$ cat src/rtl/fetch_unit_if.sv
// rtl/fetch_unit_if.sv - imem, decode-handshake and redirect signals of the fetch stage
// master is the fetch unit; slave is the surrounding imem/decode/branch logic.
interface fetch_unit_if #(
  parameter int unsigned AWIDTH = 32,
  parameter int unsigned DWIDTH = 32
);
  logic [AWIDTH-1:0] imem_addr_o;
  logic              imem_read_en_o;
  logic [DWIDTH-1:0] imem_data_i;
  logic              inst_valid_o;
  logic              inst_ready_i;
  logic [DWIDTH-1:0] inst_o;
  logic [AWIDTH-1:0] inst_pc_o;
  logic              redirect_i;
  logic [AWIDTH-1:0] redirect_pc_i;
  logic              fetch_fault_o;

  modport master (
    output imem_addr_o, imem_read_en_o, inst_valid_o, inst_o, inst_pc_o, fetch_fault_o,
    input  imem_data_i, inst_ready_i, redirect_i, redirect_pc_i
  );

  modport slave (
    input  imem_addr_o, imem_read_en_o, inst_valid_o, inst_o, inst_pc_o, fetch_fault_o,
    output imem_data_i, inst_ready_i, redirect_i, redirect_pc_i
  );
endinterface

$ cat src/rtl/fetch_unit.sv
// rtl/fetch_unit.sv - instruction fetch stage with 2-entry output buffer
// Owns the PC, reads a combinational imem and hands {pc, insn} to decode.
module fetch_unit #(
  parameter int unsigned       AWIDTH    = 32,
  parameter int unsigned       DWIDTH    = 32,
  parameter logic [AWIDTH-1:0] BASE_ADDR = AWIDTH'(32'h0100_0000),
  parameter int unsigned       MEM_DEPTH = 1 << 20
) (
  input logic          clk,
  input logic          rst,
  fetch_unit_if.master bus
);
  localparam logic [AWIDTH-1:0] LAST_ADDR = BASE_ADDR + AWIDTH'(MEM_DEPTH) - AWIDTH'(4);

  logic [AWIDTH-1:0] pc_q, pc_d;
  logic [1:0]        count_q, count_d;
  logic [AWIDTH-1:0] pc0_q, pc0_d, pc1_q, pc1_d;
  logic [DWIDTH-1:0] insn0_q, insn0_d, insn1_q, insn1_d;
  logic              fault_q, fault_d;
  logic              pc_in_range;
  logic              deq;
  logic              fetch_ok;

  assign pc_in_range = (pc_q >= BASE_ADDR) && (pc_q <= LAST_ADDR);
  assign deq         = bus.inst_valid_o && bus.inst_ready_i;
  assign fetch_ok    = !rst && !bus.redirect_i && !fault_q && pc_in_range
                       && ((count_q < 2'd2) || deq);

  assign bus.imem_addr_o    = pc_q;
  assign bus.imem_read_en_o = fetch_ok;
  assign bus.inst_valid_o   = !rst && (count_q != 2'd0);
  assign bus.inst_o         = insn0_q;
  assign bus.inst_pc_o      = pc0_q;
  assign bus.fetch_fault_o  = fault_q;

  // Slot 0 is always the head; a dequeue shifts slot 1 down before the new word lands.
  always_comb begin
    pc_d    = pc_q;
    count_d = count_q;
    pc0_d   = pc0_q;
    pc1_d   = pc1_q;
    insn0_d = insn0_q;
    insn1_d = insn1_q;
    fault_d = fault_q;
    if (bus.redirect_i) begin
      count_d = 2'd0;
      pc_d    = bus.redirect_pc_i;
      fault_d = |bus.redirect_pc_i[1:0];
    end else begin
      if (!fault_q && !pc_in_range) begin
        fault_d = 1'b1;
      end
      if (deq) begin
        pc0_d   = pc1_q;
        insn0_d = insn1_q;
      end
      if (fetch_ok) begin
        pc_d = pc_q + AWIDTH'(4);
        if ((count_q == 2'd0) || ((count_q == 2'd1) && deq)) begin
          pc0_d   = pc_q;
          insn0_d = bus.imem_data_i;
        end else begin
          pc1_d   = pc_q;
          insn1_d = bus.imem_data_i;
        end
      end
      count_d = count_q + {1'b0, fetch_ok} - {1'b0, deq};
    end
  end

  always_ff @(posedge clk or posedge rst) begin
    if (rst) begin
      pc_q    <= BASE_ADDR;
      count_q <= 2'd0;
      pc0_q   <= '0;
      pc1_q   <= '0;
      insn0_q <= '0;
      insn1_q <= '0;
      fault_q <= 1'b0;
    end else begin
      pc_q    <= pc_d;
      count_q <= count_d;
      pc0_q   <= pc0_d;
      pc1_q   <= pc1_d;
      insn0_q <= insn0_d;
      insn1_q <= insn1_d;
      fault_q <= fault_d;
    end
  end
endmodule

$ cat src/flat_wrapper.sv
// flat-port wrapper written by rule: the top's interface ports become plain ports
module fetch_unit_flat 
#(
  parameter int unsigned       AWIDTH    = 32,
  parameter int unsigned       DWIDTH    = 32,
  parameter logic [AWIDTH-1:0] BASE_ADDR = AWIDTH'(32'h0100_0000),
  parameter int unsigned       MEM_DEPTH = 1 << 20
)
  (clk, rst, bus_imem_addr_o, bus_imem_read_en_o, bus_inst_valid_o, bus_inst_o, bus_inst_pc_o, bus_fetch_fault_o, bus_imem_data_i, bus_inst_ready_i, bus_redirect_i, bus_redirect_pc_i);
  fetch_unit_if #(.AWIDTH(AWIDTH), .DWIDTH(DWIDTH)) bus_i ();
  input logic clk;
  input logic rst;
  output wire logic [$bits(bus_i.imem_addr_o)-1:0] bus_imem_addr_o;
  output wire logic [$bits(bus_i.imem_read_en_o)-1:0] bus_imem_read_en_o;
  output wire logic [$bits(bus_i.inst_valid_o)-1:0] bus_inst_valid_o;
  output wire logic [$bits(bus_i.inst_o)-1:0] bus_inst_o;
  output wire logic [$bits(bus_i.inst_pc_o)-1:0] bus_inst_pc_o;
  output wire logic [$bits(bus_i.fetch_fault_o)-1:0] bus_fetch_fault_o;
  input wire logic [$bits(bus_i.imem_data_i)-1:0] bus_imem_data_i;
  input wire logic [$bits(bus_i.inst_ready_i)-1:0] bus_inst_ready_i;
  input wire logic [$bits(bus_i.redirect_i)-1:0] bus_redirect_i;
  input wire logic [$bits(bus_i.redirect_pc_i)-1:0] bus_redirect_pc_i;
  assign bus_imem_addr_o = bus_i.imem_addr_o;
  assign bus_imem_read_en_o = bus_i.imem_read_en_o;
  assign bus_inst_valid_o = bus_i.inst_valid_o;
  assign bus_inst_o = bus_i.inst_o;
  assign bus_inst_pc_o = bus_i.inst_pc_o;
  assign bus_fetch_fault_o = bus_i.fetch_fault_o;
  assign bus_i.imem_data_i = bus_imem_data_i;
  assign bus_i.inst_ready_i = bus_inst_ready_i;
  assign bus_i.redirect_i = bus_redirect_i;
  assign bus_i.redirect_pc_i = bus_redirect_pc_i;
  fetch_unit #(.AWIDTH(AWIDTH), .DWIDTH(DWIDTH), .BASE_ADDR(BASE_ADDR), .MEM_DEPTH(MEM_DEPTH)) u_core (.clk(clk), .rst(rst), .bus(bus_i));
endmodule
$ cat config.mk
export PLATFORM = sky130hd
export DESIGN_NAME = fetch_unit_flat
export DESIGN_NICKNAME = d
export VERILOG_FILES = /design/src/rtl/fetch_unit_if.sv /design/src/rtl/fetch_unit.sv /design/src/flat_wrapper.sv
export SDC_FILE = /design/constraint.sdc
export NUM_CORES = 1
export LEC_CHECK = 0
export CAP_MARGIN = 20
export CORE_MARGIN = 2
export CORE_UTILIZATION = 45
export CTS_BUF_LIST = sky130_fd_sc_hd__clkbuf_8
export DETAILED_ROUTE_END_ITERATION = 10
export PLACE_DENSITY = 0.82
export SETUP_SLACK_MARGIN = 0.5
export SLEW_MARGIN = 20
export SYNTH_ARGS = -nofsm -noshare
export SYNTH_HDL_FRONTEND = slang
export SYNTH_SLANG_ARGS = --single-unit
$ cat constraint.sdc
create_clock -name clk -period 9.75 [get_ports clk]
set_clock_uncertainty 0.15 [all_clocks]
set_input_delay 2.4375 -clock clk [delete_from_list [all_inputs] [get_ports clk]]
set_output_delay 2.4375 -clock clk [all_outputs]
set_load 0.01 [all_outputs]
== Word level (Yosys, flattened, before mapping) ==
Index checks and enable logic that the tools add are counted.
Storage, ports and cells
  register bits: 163
  latch bits: 0
  bits in writable memories: 0
  memory bits (read-only): 0
  output and inout port bits: 99
  logic and storage cells: 48
  memories: 0
Operators by class
  add/sub/neg operators: 3
  $mul: 0
  divide/modulo/power cells: 0
  $lt $le $gt $ge: 3
  eq/ne operators: 1
  shifts and indexed selects: 0
  multiplexer cells: 11
  bitwise gates (word level): 2
  reduce and logical (&&, ||, !) cells: 21
Operator list (count)
  $mux W32: 8
  $add A32 B3 Y32 const B: 1
  $ge A32 B25 Y1 const B: 1
  $le A32 B25 Y1 const B: 1
  $logic_and A1 B1 Y1: 9
  $reduce_bool A2 Y1: 3
  $logic_not A1 Y1: 4
  $reduce_and A3 Y1: 1
  $add A2 B1 Y2: 1
  $eq A2 B1 Y1 const B: 1
  $logic_not A2 Y1: 1
  $logic_or A1 B1 Y1: 2
  $lt A2 B2 Y1 const B: 1
  $mux W1: 2
  $mux W2: 1
  $not A1 Y1: 2
  $reduce_or A2 Y1: 1
  $sub A2 B1 Y2: 1

== Logic depth before layout (Yosys ltp) ==
Gate-level depths: netlist of run 1.
  depth in word-level cells: 8
  mapped depth: 12
  depth with buffers taken out: 10

== Worst setup path after synthesis of run 1 ==
Ideal clock, no wire load.
  path type: input to output
  from: in rst
  to: out bus_inst_valid_o
  data arrival time: 6802 ps
  required time: 7162 ps
  slack: 360 ps
  stages on the path: 3
  path buffers: 0
  cell sequence: inv_1 > o21ai_0 > inv_1
Between the ends
  longest elaborated chain between the ends: 2
Ends and longest elaborated chain
  from (decl): RTL line flat_wrapper.sv:12  | input logic rst;
  $logic_not A1 Y1: RTL line fetch_unit.sv:31  | assign bus.inst_valid_o = !rst && (count_q != 2'd0);
  $logic_and A1 B1 Y1: RTL line fetch_unit.sv:31
  to (decl): RTL line flat_wrapper.sv:15  | output wire logic [$bits(bus_i.inst_valid_o)-1:0] bus_inst_valid_o;
Every way passes these cells.

== Worst setup path after layout of run 1 ==
  from: in bus_redirect_i
  to: out bus_imem_read_en_o
Between the ends
  longest elaborated chain between the ends: 5
Ends and longest elaborated chain
  from (decl): RTL line flat_wrapper.sv:21  | input wire logic [$bits(bus_i.redirect_i)-1:0] bus_redirect_i;
  $logic_not A1 Y1: RTL line fetch_unit.sv:26  | assign fetch_ok = !rst && !bus.redirect_i && !fault_q && pc_in_range
  $logic_and A1 B1 Y1 (3 in a row): RTL line fetch_unit.sv:26
  $logic_and A1 B1 Y1: RTL line fetch_unit.sv:27  | && ((count_q < 2'd2) || deq);
  to (decl): RTL line flat_wrapper.sv:14  | output wire logic [$bits(bus_i.imem_read_en_o)-1:0] bus_imem_read_en_o;
Every way passes these cells.

==> results of run 1 <==
-- cell families after synthesis --
logic type                 count (synthesis)  share of synthesized area
adders and majority gates                  4                    0.00682
xor gates and xnor gates                   2                    0.00239
buffers and inverters                     51                     0.0375
DFF                                      163                      0.556
and+or+nand+nor                          137                     0.0904
AOI/OAI and AO/OA                         95                     0.0793
muxes                                    140                      0.227
-- registers in the layout, summed over array words and instances (netlist names) --
register and flops:
u_core.insn1_q 32, u_core.bus.fetch_fault_o 1, u_core.pc1_q 32, u_core.bus.inst_o 32
u_core.bus.imem_addr_o 32, u_core.count_q 2, u_core.bus.inst_pc_o 32
-- stage by stage --
step / hold WS (ps) / total power [mW]
6_report: 333 / 1.35
4_1_cts: 336 / 1.37
3_5_place_dp: 311 / 0.831
3_3_place_gp: 299 / 0.827
2_1_floorplan: 284 / 0.759
5_1_grt: 356 / 1.41
-- final timing paths --
| path | startpoint | to | slack [ps] | cells after the start |
|---|---|---|---|---|
| worst max-delay path | bus_redirect_i | bus_imem_read_en_o | 2630 | 6 |
| worst min-delay path | u_core.pc1_q[24]$_DFFE_PP0P_ | u_core.pc1_q[24]$_DFFE_PP0P_ | 330 | 1 |
| worst max register to register | u_core.bus.imem_addr_o[2]$_DFFE_PP0P_ | u_core.pc1_q[7]$_DFFE_PP0P_ | 6500 | 7 |
| worst min register to register | u_core.pc1_q[24]$_DFFE_PP0P_ | u_core.pc1_q[24]$_DFFE_PP0P_ | 330 | 1 |
| max in group asynchronous | rst | u_core.pc1_q[10]$_DFFE_PP0P_ | 5670 | 4 |
| min in group asynchronous | rst | u_core.bus.inst_o[22]$_DFFE_PP0N_ | 2560 | 3 |
-- power by group through the flow --
stage               clock network, mW  registers, mW  logic, mW
finish                          0.535          0.711      0.107
global route                    0.580          0.713      0.117
CTS                             0.551          0.710      0.108
detailed placement                  0          0.724      0.107
global placement                    0          0.722      0.104
floorplan                           0          0.723     0.0360
-- layout by cell type (no fill, tap or decap), types with 3 or more instances in the layout --
cell type          n
clkdlybuf4s50_1  165
dfrtp_1          162
nor2_1            71
mux2i_1           71
a21oi_1           59
mux2_4            48
clkbuf_8          18
nand2_1           16
and2_1            14
inv_1             13
mux2_2            13
mux2_1             8
a221o_1            8
o21ai_0            7
nand3_1            5
a21o_1             5
or3_1              5
and4_1             4
nor3_1             4
nand4_1            4
ha_1               4
bufinv_16          4
buf_4              4
o41ai_1            3
clkinvlp_4         3
-- cell type report --
cell class,count,area [um^2],share of cell area
flip-flops and latches,163,4080,0.424
well taps,216,270,0.0281
inverters,14,56.3,0.00586
repair buffers,174,1760,0.183
clock buffers,18,248,0.0258
multi-input cells,378,3010,0.313
clock inverters,13,184,0.0191
-- metal layers --
metal	track usage	share of wire
met5	0	0
met4	0.0743	0.019
met3	0.0567	0.056
met2	0.333	0.48
met1	0.266	0.45
-- critical path: cells and delay by family --
kind	cells	cell delay, ps
compound gates	1	180
simple gates	2	640
buf+inv	3	1260
==> results.ini, run 1 <==
[run_status]
outcome=finished clean

[route]
wl_um=17100
ant_nets=0
drc=0
wire_per_inst_um=17.5
first_pass_iters=4
viasPerCell=5.28
drt_iter0_drc=265
vias=5151

[setup_path]
path_class=primary input to primary output
cp.arrival_ps=4540
critPathCaptureType=primary output
max_stage_delay_ps=600
crit_fanout=45
startpoint_type=primary input
crit_chain=buf_2 -> nor4_2 -> and4_1 -> o211a_1 -> buf_4 -> clkdlybuf4s50_1
cpMaxStageDelayCell=clkdlybuf4s50_1
required_ps=7160

[clocking]
clockRootBuffer=clkbuf_8
htreeDepth=4
postCtsSetupRepairBufs=0
clk_path_buf_depth=2
post_cts_resized=0
path_clk_slew_ps=80
cts-hold-fix-buffers=0
numCtsBuffers=17
cts_sinks=163
cts_tree=done
clk_latency_ps=450

[synth]
syn_area_um2=7340
syn_nets=664
syn_avg_cell_area_um2=12.4
synth_most_common_cell=dfrtp_1
syn-instance-count=592
synth_cell_types=49
seq_area_frac_synth=0.556
ys_ff_latch=163
netlist.area_leader.share=0.553
yosys_warnings=0
yosys-top-cells-count=dfrtp_1, mux2i_1, nor2_1, a21oi_1, mux2_4
synth_area_leaders=dfrtp_1, mux2_4, mux2i_1
synth-main-ff-cell=dfrtp_1
synth-edff-count=0
yosys.area.top_type=dfrtp_1
ys_async_sr_fraction=1.00

[layout]
layoutNonFillerInstCount=976
final_nets=820
nFillCells=1273
fin_area_um2=9620
drive_gt1_frac=0.145
final_util=0.605
diodes=0
syn_to_final_growth_pct=31.1

[power]
powerDensity_nw_per_um2=141
pwr-share-comb=0.079
sw_frac_of_total=0.235
cellLeakagePower_nw=4.39
internal-power_mw=1.03
sequentialPowerShare=0.525
ir_worst_vdd_mv=0.0807
p_switching_mw=0.318
p_clk_frac=0.395

[sta]
hold_viol=0
rsz0062_at_grt=no
setup_tns_ps=0
max_freq_mhz=140
post-route-min-period_ps=7120
post-route-period-util=0.731
worst-slew-pin-transition_ps=871
maxSlewViolCount=0
layout_setup_ws_ps=2630
slew_headroom=0.416
setup_viol=0

[global_route]
grt_pass1_wl_um=28500
grt_pass1_vias=5399
antenna_found_initial=0
gr-total-overflow=0
grt_start_max_net_pins=88
grtUsageTotal=0.206

[placement]
io_buffers=166
hpwl_um=11400
placed_area_um2=9120
place_congestion=0.759
dp.cells=943
post-place-ws_ps=2620

[die]
io_pins=167
core_area_um2=15900
start_util=0.462
dieArea_um2=17300
fp.dieW_um=132
rows=46
fp.dieH_um=132

[hold_path]
hold_class=flip-flop to flip-flop

[run]
cap_violations=0

No activity file was read; power rests on OpenSTA's default activity.
==> inputs of run 2 (changes only) <==
- PLACE_DENSITY: 0.82 -> 0.85
- clock period: 9.75 -> 5.9 ns (I/O delays scaled with it)
==> run 2 against run 1 <==
Register-to-register slack got worse by 3700 ps. Critical path depth decreased by 1. Routed wire length is 4.1% lower. Critical path type unchanged. Largest cell class unchanged.
==> results.ini, run 2 (same netlist as run 1, synthesis figures left out) <==
[placement]
io_buffers=166
place_congestion=0.735
hpwl_um=10700

[layout]
syn_to_final_growth_pct=30.8
diodes=0
nFillCells=1317
final_cell_mix=clkdlybuf4s50_1, dfrtp_1, nor2_1, mux2i_1, a21oi_1
final_nets=820
drive_gt1_frac=0.145
final_common_cell=clkdlybuf4s50_1

[setup_path]
cp.buffers_inverters=2
crit_fanout=3
required_ps=4280
cpLargestDelayFamily=buffers and inverters
crit_chain=clkdlybuf4s50_1 -> nor4_2 -> and4_1 -> o211a_1 -> clkdlybuf4s50_1
max_stage_delay_ps=550
critPathCaptureType=primary output
path_class=primary input to primary output
cpMaxStageDelayCell=clkdlybuf4s50_1
path_common_cell=clkdlybuf4s50_1
cp.arrival_ps=3170
startpoint_type=primary input

[power]
cellLeakagePower_nw=4.40
total_power_mw=2.21
ir_worst_vdd_mv=0.174
powerDensity_nw_per_um2=230

[die]
fp.dieW_um=132
start_util=0.462
fp.dieH_um=132
io_pins=167
rows=46
dieArea_um2=17300
core_area_um2=15900

[clocking]
path_clk_slew_ps=80
cts-hold-fix-buffers=0
clk_latency_ps=460
clockRootBuffer=clkbuf_8
cts_tree=done
cts_sinks=163
post_cts_resized=0
htreeDepth=4
postCtsSetupRepairBufs=0
clk_path_buf_depth=2
numCtsBuffers=17

[global_route]
grt_pass1_vias=5168
gr-total-overflow=0
grt_start_max_net_pins=165
antenna_found_initial=0
grtUsageTotal=0.198
grt_pass1_wl_um=27400

[route]
ant_nets=0
viasPerCell=5.17
first_pass_iters=4
wl_um=16400
vias=5048
drc=0
wire_per_inst_um=16.8
drt_iter0_drc=291

[hold_path]
hold_class=flip-flop to flip-flop

[sta]
slew_headroom=0.422
timing.hold.ws_ps=322
post-route-min-period_ps=4790
rsz0062_at_grt=no
max_freq_mhz=209
setup_tns_ps=0
worst-slew-pin-transition_ps=863
maxSlewViolCount=0
hold_viol=0
setup_viol=0
post-route-period-util=0.812

[run]
cap_violations=0

[run_status]
outcome=finished clean

## run 2: changes by cell type in the layout (fill, tap and decap cells not counted), sizes merged
| cell | before | now |
|---|---|---|
| clkinv | 4 | 7 |
| bufinv | 4 | 3 |
| clkinvlp | 3 | 1 |
| clkdlybuf4s50 | 165 | 166 |
| buf | 9 | 8 |
| inv | 16 | 14 |
| clkbuf | 18 | 21 |
## run 2: area by class of cell
| cell class | count | area [um^2] | share of cell area |
|---|---|---|---|
| Clock buffer | 21 | 289 | 0.0301 |
| Clock inverter | 11 | 133 | 0.0138 |
| Inverter | 14 | 56.3 | 0.00587 |
| Multi-Input combinational cell | 378 | 3010 | 0.314 |
| Sequential cell | 163 | 4080 | 0.425 |
| Tap cell | 216 | 270 | 0.0282 |
| Timing Repair Buffer | 174 | 1750 | 0.183 |
## run 2: worst register-to-register path: stages, from the launching register on
cell and delay (ps):
dfrtp_1 530, ha_1 240, and3_1 340, nand4_4 220, o21ai_1 390, or3_4 460
buf_16 330, mux2_4 380
## run 2: path summary, 6_finish.rpt
check,startpoint,slack [ps],depth (start not counted),to
max in group asynchronous,rst,3350,3,u_core.insn1_q[13]$_DFFE_PP0P_
setup reg to reg,u_core.bus.imem_addr_o[2]$_DFFE_PP0P_,2760,7,u_core.insn1_q[2]$_DFFE_PP0P_
hold / removal,u_core.pc1_q[24]$_DFFE_PP0P_,320,1,u_core.pc1_q[24]$_DFFE_PP0P_
min in group asynchronous,rst,1620,3,u_core.count_q[1]$_DFF_PP0_
hold reg to reg,u_core.pc1_q[24]$_DFFE_PP0P_,320,1,u_core.pc1_q[24]$_DFFE_PP0P_
setup / recovery,bus_redirect_i,1110,5,bus_imem_read_en_o
## run 2: routing by layer
layer,vias up,GRT usage,routed length [um]
li1,2405,-,-
met2,138,0.311,7840
met3,17,0.0733,1140
met4,0,0.0525,193
met5,-,0,0
met1,2488,0.259,7200
## run 2: through the flow
step | std cells | setup WS (ps) | utilization | instance area (um^2)
finish | 977 | 1110 | 0.604 | 9600
global route | 977 | 1010 | 0.604 | 9600
CTS | 976 | 1100 | 0.602 | 9570
detailed placement | 944 | 1100 | 0.576 | 9150
global placement | 944 | 1120 | 0.576 | 9150
floorplan | 592 | -169 | - | 7340
## run 2: power breakdown
| part | internal [mW] | switching (mW) | total [mW] |
|---|---|---|---|
| sequential | 1.14 | 0.0351 | 1.17 |
| clock | 0.458 | 0.402 | 0.861 |
| combinational | 0.101 | 0.0751 | 0.176 |
